**config.mk**
```make
export PLATFORM = sky130hd
export DESIGN_NAME = qos_rr_drain
export DESIGN_NICKNAME = d
export VERILOG_FILES = /design/src/rtl/qos_pkg.sv /design/src/rtl/rr_arbiter4.sv /design/src/rtl/qos_rr_drain.sv
export SDC_FILE = /design/constraint.sdc
export NUM_CORES = 1
export LEC_CHECK = 0
export CORE_MARGIN = 1.5
export CORE_UTILIZATION = 51
export CTS_CLUSTER_SIZE = 24
export DETAILED_ROUTE_END_ITERATION = 6
export PLACE_DENSITY = 0.94
export SYNTH_ARGS = -nofsm -noshare
export SYNTH_HDL_FRONTEND = slang
export SYNTH_HIERARCHICAL = 1
export SYNTH_SLANG_ARGS = --single-unit
```
**constraint.sdc**
```tcl
create_clock -name clk -period 5.4 [get_ports clk]
set_clock_uncertainty 0.1 [all_clocks]
set_input_delay 1.35 -clock clk [delete_from_list [all_inputs] [get_ports clk]]
set_output_delay 1.35 -clock clk [all_outputs]
set_load 0.03 [all_outputs]
```
**src/rtl/qos_pkg.sv**
```systemverilog
// Shared definitions for the QoS class FIFO datapath.
// Holds the class count, word width, per-class counter width and saturation
// value, the 2-bit class index type, and a small wrap-around helper.
package qos_pkg;

    localparam int unsigned NCLASS = 4;
    localparam int unsigned DATA_W = 12;
    localparam int unsigned CNT_W  = 5;
    localparam int unsigned CLS_W  = 2;

    typedef logic [CLS_W-1:0] cls_idx_t;
    typedef logic [CNT_W-1:0] cnt_t;

    localparam cnt_t CNT_SAT = '1;

    // Next class in ascending round-robin order, wrapping 3 -> 0.
    function automatic cls_idx_t next_cls(input cls_idx_t c);
        return c + cls_idx_t'(1);
    endfunction

endpackage

```
**src/rtl/rr_arbiter4.sv**
```systemverilog
// Four-way round-robin arbiter, purely combinational.
// Ports:
//   req_i   [3:0] request vector
//   ptr_i   [1:0] class the search starts from (ascending, wrapping)
//   grant_o [3:0] one-hot grant, zero when no request
//   idx_o   [1:0] encoded granted class (ptr_i when nothing granted)
//   any_o         a grant was issued
module rr_arbiter4
    import qos_pkg::*;
(
    input  logic [NCLASS-1:0] req_i,
    input  cls_idx_t          ptr_i,
    output logic [NCLASS-1:0] grant_o,
    output cls_idx_t          idx_o,
    output logic              any_o
);

    cls_idx_t cand;

    // Rotate the search window to start at ptr_i; first requester wins.
    always_comb begin
        grant_o = '0;
        idx_o   = ptr_i;
        any_o   = 1'b0;
        cand    = ptr_i;
        for (int k = 0; k < int'(NCLASS); k++) begin
            cand = ptr_i + cls_idx_t'(k);
            if (!any_o && req_i[cand]) begin
                any_o         = 1'b1;
                grant_o[cand] = 1'b1;
                idx_o         = cand;
            end
        end
    end

endmodule

```
**src/rtl/qos_rr_drain.sv**
```systemverilog
// Drains four per-class QoS FIFOs into one egress stream using
// work-conserving round robin, one word per cycle, and keeps saturating
// per-class forwarded-word counters readable through a req/idx port.
// Ports:
//   clk, reset            clock, async active-high reset
//   init                  sync clear of counters and RR pointer, blocks pops
//   active                0 inhibits all pops
//   fifo_empty[3:0]       class FIFO empty flags
//   fifo_dataout0..3      class FIFO read data, valid the cycle after pop
//   almost_full           egress backpressure, 1 inhibits new pops
//   pop[3:0]              one-hot class FIFO pop (combinational)
//   data_out, push_out    egress word and its push strobe
//   req, idx[2:0]         counter read request / index
//   valid, data           counter read response, one cycle after req
module qos_rr_drain
    import qos_pkg::*;
(
    input  logic              clk,
    input  logic              reset,
    input  logic              init,
    input  logic              active,
    input  logic [NCLASS-1:0] fifo_empty,
    input  logic [DATA_W-1:0] fifo_dataout0,
    input  logic [DATA_W-1:0] fifo_dataout1,
    input  logic [DATA_W-1:0] fifo_dataout2,
    input  logic [DATA_W-1:0] fifo_dataout3,
    input  logic              almost_full,
    output logic [NCLASS-1:0] pop,
    output logic [DATA_W-1:0] data_out,
    output logic              push_out,
    input  logic              req,
    input  logic [2:0]        idx,
    output logic              valid,
    output logic [CNT_W-1:0]  data
);

    cls_idx_t          rr_ptr_q, rr_ptr_d;
    cls_idx_t          grant_q, grant_d;
    logic              push_pend_q, push_pend_d;
    logic [DATA_W-1:0] last_q, last_d;
    cnt_t              cnt_q [NCLASS];
    cnt_t              cnt_d [NCLASS];
    logic              valid_q, valid_d;
    cnt_t              data_q, data_d;

    logic [NCLASS-1:0] eligible_c;
    logic [NCLASS-1:0] grant_c;
    cls_idx_t          gidx_c;
    logic              gany_c;
    logic [DATA_W-1:0] dsel_c;

    // A class may be popped only when it has data and nothing is holding us off.
    assign eligible_c = ~fifo_empty & {NCLASS{active & ~almost_full & ~init}};

    rr_arbiter4 u_arb (
        .req_i   (eligible_c),
        .ptr_i   (rr_ptr_q),
        .grant_o (grant_c),
        .idx_o   (gidx_c),
        .any_o   (gany_c)
    );

    assign pop = grant_c;

    // Registered select picks the FIFO that was popped last cycle.
    always_comb begin
        dsel_c = fifo_dataout0;
        case (grant_q)
            2'd0:    dsel_c = fifo_dataout0;
            2'd1:    dsel_c = fifo_dataout1;
            2'd2:    dsel_c = fifo_dataout2;
            default: dsel_c = fifo_dataout3;
        endcase
    end

    // data_out holds the last pushed word while no push is in progress.
    assign push_out = push_pend_q;
    assign data_out = push_pend_q ? dsel_c : last_q;
    assign valid    = valid_q;
    assign data     = data_q;

    // Next-state: arbitration pointer, egress pipe, counters, read port.
    always_comb begin
        rr_ptr_d    = rr_ptr_q;
        grant_d     = grant_q;
        push_pend_d = 1'b0;
        last_d      = last_q;
        valid_d     = 1'b0;
        data_d      = data_q;
        for (int i = 0; i < int'(NCLASS); i++) begin
            cnt_d[i] = cnt_q[i];
        end

        if (gany_c) begin
            rr_ptr_d    = next_cls(gidx_c);
            grant_d     = gidx_c;
            push_pend_d = 1'b1;
        end

        if (push_pend_q) begin
            last_d = dsel_c;
        end

        // init wins over a coinciding push: that word goes out uncounted.
        if (init) begin
            rr_ptr_d = '0;
            for (int i = 0; i < int'(NCLASS); i++) begin
                cnt_d[i] = '0;
            end
        end else if (push_pend_q && (cnt_q[grant_q] != CNT_SAT)) begin
            cnt_d[grant_q] = cnt_q[grant_q] + cnt_t'(1);
        end

        // Read returns the pre-update count; out-of-range index answers zero.
        if (req) begin
            if (!idx[2]) begin
                valid_d = 1'b1;
                data_d  = cnt_q[idx[1:0]];
            end else begin
                data_d  = '0;
            end
        end
    end

    always_ff @(posedge clk or posedge reset) begin
        if (reset) begin
            rr_ptr_q    <= '0;
            grant_q     <= '0;
            push_pend_q <= 1'b0;
            last_q      <= '0;
            valid_q     <= 1'b0;
            data_q      <= '0;
            for (int i = 0; i < int'(NCLASS); i++) begin
                cnt_q[i] <= '0;
            end
        end else begin
            rr_ptr_q    <= rr_ptr_d;
            grant_q     <= grant_d;
            push_pend_q <= push_pend_d;
            last_q      <= last_d;
            valid_q     <= valid_d;
            data_q      <= data_d;
            for (int i = 0; i < int'(NCLASS); i++) begin
                cnt_q[i] <= cnt_d[i];
            end
        end
    end

endmodule

```
Yosys cells after proc, flatten, opt, wreduce, memory -nomap -nowiden
Cells that the tools add are included.
- word-level logic and storage cells: 101
- register bits: 43
- input port bits: 61
- output and inout bits: 23
- magnitude comparators: 11
- bitwise logic cells: 11
- muxes and demuxes: 46
- reduce and logical (&&, ||, !) cells: 15
- add/subtract/negate cells: 5
- equality and inequality tests: 3
- operators by type and width (operator ; count):
    20-bit two-way mux ; 2
    12-bit one-hot mux with 3 select lines ; 1
    5-bit two-way mux ; 6
    5-bit binary-select mux with 2-bit select ; 2
    20-bit bitwise mux ; 1
    4-bit two-way mux ; 4
    1-bit two-way mux ; 15
    2-bit by 3-bit < comparator with 1-bit output, second input constant ; 4
    12-bit two-way mux ; 1
    4-bit bitwise OR ; 3
    5-bit demux with 2-bit select ; 1
    2-bit two-way mux ; 5
    1-bit logical AND ; 9
    1-bit binary-select mux with 2-bit select ; 4
    1-bit demux with 2-bit select ; 4
    2-bit by 1-bit greater-or-equal comparator with 1-bit output, second input constant ; 4
    3-bit greater-or-equal comparator, second input constant ; 2
    2-bit inverter with 3-bit output ; 2
    5-bit by 1-bit adder with 5-bit output, second input constant ; 1
    5-bit != test, second input constant ; 1
    2-bit by 1-bit adder with 2-bit output, second input constant ; 2
    2-bit adder, second input constant ; 2
    4-bit AND ; 1
    4-bit inverter ; 1
    8 further kinds ; 13

Longest topological paths before layout
- depth in word-level cells: 19
- gate-level depth with buffers: 11

By module
Netlist, hierarchy kept.
- by module, submodules not included (module ; cells an instance ; area an instance (um^2) ; sequential area each (um^2) ; instances):
    qos_rr_drain ; 184 ; 2412.3 ; 1076.0 ; 1
    rr_arbiter4 ; 51 ; 451.7 ; 0.0 ; 1

Worst setup path before layout
OpenSTA, ideal clock, no wires.
- kind: input to output
- start point: in init
- end point: out pop[0]
- data arrival time: 3.372 ns
- setup slack: 0.578 ns
- required time: 3.950 ns
- cell stages on the path: 8
- path through: clkbuf_1 -> nor2_1 -> nand2_1 -> nor2_1 -> mux4_2 -> or2_4 -> nor3_1 -> o2bb2ai_1
- cells in the longest elaborated chain, start to end: 15
- ends and longest elaborated chain (element ; RTL line ; source):
    from (decl) ; qos_rr_drain.sv:20 ; input logic init,
    1-bit inverter * ; qos_rr_drain.sv:53 ; assign eligible_c = ~fifo_empty & {NCLASS{active & ~almost_full & ~init}};
    1-bit AND * ; qos_rr_drain.sv:53 ;
    4-bit AND * ; qos_rr_drain.sv:53 ;
    net eligible_c[1] ; qos_rr_drain.sv:46 ; logic [NCLASS-1:0] eligible_c;
    1-bit binary-select mux with 2-bit select ; rr_arbiter4.sv:28 ; if (!any_o && req_i[cand]) begin
    1-bit two-way mux (implied by the code) ; rr_arbiter4.sv:28 ;
    1-bit two-way mux ; rr_arbiter4.sv:28 ;
    1-bit logical NOT ; rr_arbiter4.sv:28 ;
    1-bit logical AND ; rr_arbiter4.sv:28 ;
    1-bit two-way mux ; rr_arbiter4.sv:28 ;
    1-bit logical NOT ; rr_arbiter4.sv:28 ;
    1-bit logical AND ; rr_arbiter4.sv:28 ;
    1-bit two-way mux ; rr_arbiter4.sv:28 ;
    1-bit logical NOT ; rr_arbiter4.sv:28 ;
    1-bit logical AND ; rr_arbiter4.sv:28 ;
    4-bit two-way mux * ; rr_arbiter4.sv:28 ;
    to (decl) ; qos_rr_drain.sv:28 ; output logic [NCLASS-1:0] pop,
Mark *: on every way through the listed nets, which the timed path passes. The rest lies on a longest branch. The select of a mux whose other input is x is not followed.

Final worst setup path
Same ends and word-level chain as after synthesis.

==> impl_metrics.sql <==
INSERT INTO impl_metrics (metric_group, metric, value, unit) VALUES
('outcome', 'status', 'complete, no violations', ''),
('clock_network', 'cts.sinks', '43', ''),
('clock_network', 'cts.root.buffer_cell', 'sky130_fd_sc_hd__clkbuf_8', ''),
('route', 'post_dr_wirelength_cell', '16.8', 'um'),
('clock_network', 'cts_setup_buffers', '0', ''),
('clock_network', 'cts_buffers', '5', ''),
('route', 'drt.antenna.violating_nets', '0', ''),
('yosys', 'synth-edff-count', '0', ''),
('final_layout', 'layout.cells.most_common', 'sky130_fd_sc_hd__clkdlybuf4s50_1', ''),
('route', 'vias', '2292', ''),
('power_and_ir_drop', 'cellPowerDensity', '432', 'nW/um^2'),
('route', 'detail_route.iter0.violations', '120', ''),
('floorplan', 'initial_util', '52.3', '%'),
('final_layout', 'syn_to_final_growth', '33.8', '%'),
('yosys', 'synth_cells', '235', ''),
('floorplan', 'dieWidth', '77.9', 'um'),
('global_route', 'grt_antenna_before_repair', '0', ''),
('yosys', 'syn-num-nets', '303', ''),
('place', 'gp_congestion', '0.862', ''),
('place', 'dpl_cell_area', '3720', 'sq um'),
('worst_hold_path', 'hold_path.class', 'reg -> reg', ''),
('yosys', 'post_synthesis_average_cell_area', '12.2', 'sq um'),
('global_route', 'grt_util_all_layers', '23.4', '%'),
('global_route', 'largest_net_degree_at_the_start_of_global_routing', '44', ''),
('run', 'drv.max_cap_violation_count', '0', ''),
('worst_setup_path', 'worst_path_max_fanout', '9', ''),
('clock_network', 'tritoncts_clock_tree', 'yes', ''),
('floorplan', 'io_count', '84', ''),
('yosys', 'seq_area_frac_synth', '37.6', '%'),
('worst_setup_path', 'crit_arrival', '3.65', 'ns'),
('worst_setup_path', 'reg2reg_depth', '8', ''),
('worst_setup_path', 'setup.worst_path.start_class', 'input pin', ''),
('power_and_ir_drop', 'total_power', '1.65', 'mW'),
('sta', 'worst_slack', '0.302', 'ns'),
('final_layout', 'final_net_count', '384', ''),
('yosys', 'synth_ff_type', 'sky130_fd_sc_hd__dfrtp_1', ''),
('sta', 'worst_slew_margin_rel', '49.6', '%'),
('place', 'count_of_port_buffers_added_during_placement', '83', ''),
('global_route', 'wire_length_of_the_first_global_routing_pass', '11.1', 'mm'),
('sta', 'fin_setup_tns', '0', 'ns'),
('clock_network', 'htree_levels', '2', ''),
('final_layout', 'antenna-diode-count', '0', ''),
('final_layout', 'filler_cell_count', '408', ''),
('sta', 'worst_slew_pin_slew', '0.755', 'ns'),
('power_and_ir_drop', 'p_leak', '1.52', 'nW'),
('global_route', 'global_route.overflow_total', '0', ''),
('sta', 'finalHoldWorstSlack', '0.402', 'ns'),
('final_layout', 'cell_area_after_layout', '3830', 'sq um'),
('floorplan', 'core_area', '5470', 'sq um'),
('route', 'detail_route.first_pass.iterations', '4', ''),
('final_layout', 'final_cell_mix', '79 x sky130_fd_sc_hd__clkdlybuf4s50_1, 43 x sky130_fd_sc_hd__dfrtp_1, 23 x sky130_fd_sc_hd__mux4_2, 19 x sky130_fd_sc_hd__nand2_1, 16 x sky130_fd_sc_hd__nor2_1', ''),
('yosys', 'netlist_area', '2860', 'sq um'),
('floorplan', 'dieArea', '6070', 'sq um'),
('floorplan', 'die_h', '77.9', 'um'),
('global_route', 'first_global_vias', '2357', ''),
('sta', 'fmax', '0.196', 'GHz'),
('place', 'dp_worst_setup_slack', '0.188', 'ns'),
('worst_hold_path', 'holdPathStages', '1', ''),
('final_layout', 'fraction_of_layout_instances_using_a_drive_strength_above_1', '20.3', '%'),
('power_and_ir_drop', 'worst_ir_drop_vdd', '283', 'uV'),
('yosys', 'yosysWarnings', '6', ''),
('yosys', 'synth_async_sr_flop_share', '100', '%'),
('sta', 'final_period_minus_worst_setup_slack', '5.10', 'ns'),
('sta', 'setup_viol', '0', ''),
('yosys', 'number_of_synthesized_register_bits', '43', ''),
('sta', 'final-hold-violation-count', '0', ''),
('sta', 'maxSlewViolCount', '0', ''),
('floorplan', 'num_rows', '27', ''),
('route', 'drc', '0', ''),
('clock_network', 'clk_pin_slew', '0.08', 'ns'),
('route', 'drt-vias-per-instance', '5.91', ''),
('worst_setup_path', 'endpoint_kind', 'output pin', ''),
('worst_setup_path', 'worstPathRequired', '3.95', 'ns'),
('worst_setup_path', 'criticalPathCategory', 'in -> out', ''),
('sta', 'min_period_over_period', '94.4', '%'),
('sta', 'rsz0062_at_grt', 'false', ''),
('clock_network', 'worst_case_clock_buffer_depth', '2', ''),
('clock_network', 'clock_latency_reported_for_the_late_side_of_the_worst_skew_pair', '0.30', 'ns'),
('route', 'detail_route.wirelength', '6.51', 'mm'),
('place', 'dp_hpwl', '4.94', 'mm'),
('yosys', 'post_synth_num_cell_types', '44', '');
## state kept, by name (all words and copies together) (netlist names)
register,cells
cnt_q,20
rr_ptr_q,2
push_out,1
valid,1
last_q,12
grant_q,2
data,5
## logic make-up (layout without fill, tap and decap cells)
family                   Yosys count  count (layout)  synth area share [%]
AO/OA/AOI/OAI                     50              50                  13.3
XOR/XNOR                           2               2                 0.612
adder cells (fa/ha/maj)            7               7                  3.06
buffers and inverters             25             106                  5.29
flip-flops                        43              43                  37.6
multiplexers                      44              44                  27.2
AND/OR/NAND/NOR                   64              64                  12.9
## what timing repair did
action / CTS / global route
hold buffers: 0 / 0
gates resized for setup: 0 / 1
setup endpoints to repair: 0 / 4
## where the power goes
part | internal [mW] | switching [mW]
logic | 0.457 | 0.449
clock network | 0.135 | 0.109
registers | 0.404 | 0.101
total | 0.996 | 0.658
## layer usage
layer | share of wire (%) | GRT usage (%) | routed length [um]
met1 | 42 | 29.2 | 2710
met2 | 52 | 40.6 | 3420
met3 | 4.4 | 4.71 | 284
met4 | 1.5 | 7.32 | 97
met5 | 0 | 0 | 0
## critical path, cell delays in order
cell and delay (ns):
sky130_fd_sc_hd__clkdlybuf4s50_1 0.51, sky130_fd_sc_hd__nor2_1 0.06, sky130_fd_sc_hd__nand2_1 0.12, sky130_fd_sc_hd__nor2_1 0.12, sky130_fd_sc_hd__mux4_2 0.56, sky130_fd_sc_hd__or2_4 0.30, sky130_fd_sc_hd__nor3_2 0.29, sky130_fd_sc_hd__o2bb2ai_1 0.16
sky130_fd_sc_hd__buf_4 0.18
## synthesized netlist by cell type (all sizes together), types with 5 or more instances
library cell / instances / share of area, %
mux4: 25 / 20
mux2: 15 / 5.9
buf: 9 / 3.1
a22o: 5 / 1.5
inv: 6 / 0.79
a21oi: 9 / 1.6
ha: 7 / 3.1
nand2: 19 / 2.5
a211oi: 14 / 3.8
dfrtp: 43 / 38
nor2b: 5 / 1.1
clkbuf: 10 / 1.4
nor2: 16 / 2.1
## layout make-up
cell class | instances | area [sq um] | share of cell area [%]
clock inverters | 2 | 37.5 | 0.979
well taps | 72 | 90.1 | 2.35
multi-input cells | 167 | 1640 | 42.8
repair buffers | 93 | 896 | 23.4
clock buffers | 5 | 68.8 | 1.80
flip-flops and latches | 43 | 1080 | 28.1
inverters | 6 | 22.5 | 0.588
## metrics by stage
step                util [%]  std cells
floorplan                  -        235
global placement        68.0        381
detailed placement      68.0        381
CTS                     69.9        388
global route            70.0        388
finish                  70.0        388
## worst paths after layout
path | end | slack, ns | start
setup / recovery | pop[0] | 0.30 | init
min in group asynchronous | last_q[1] | 1.39 | reset
hold reg to reg | last_q[3] | 0.40 | last_q[3]
hold / removal | last_q[3] | 0.40 | last_q[3]
max in group asynchronous | cnt_q[8] | 3.46 | reset
setup reg to reg | cnt_q[8] | 1.75 | grant_q[0]
Power figures use the tool's default switching activity.
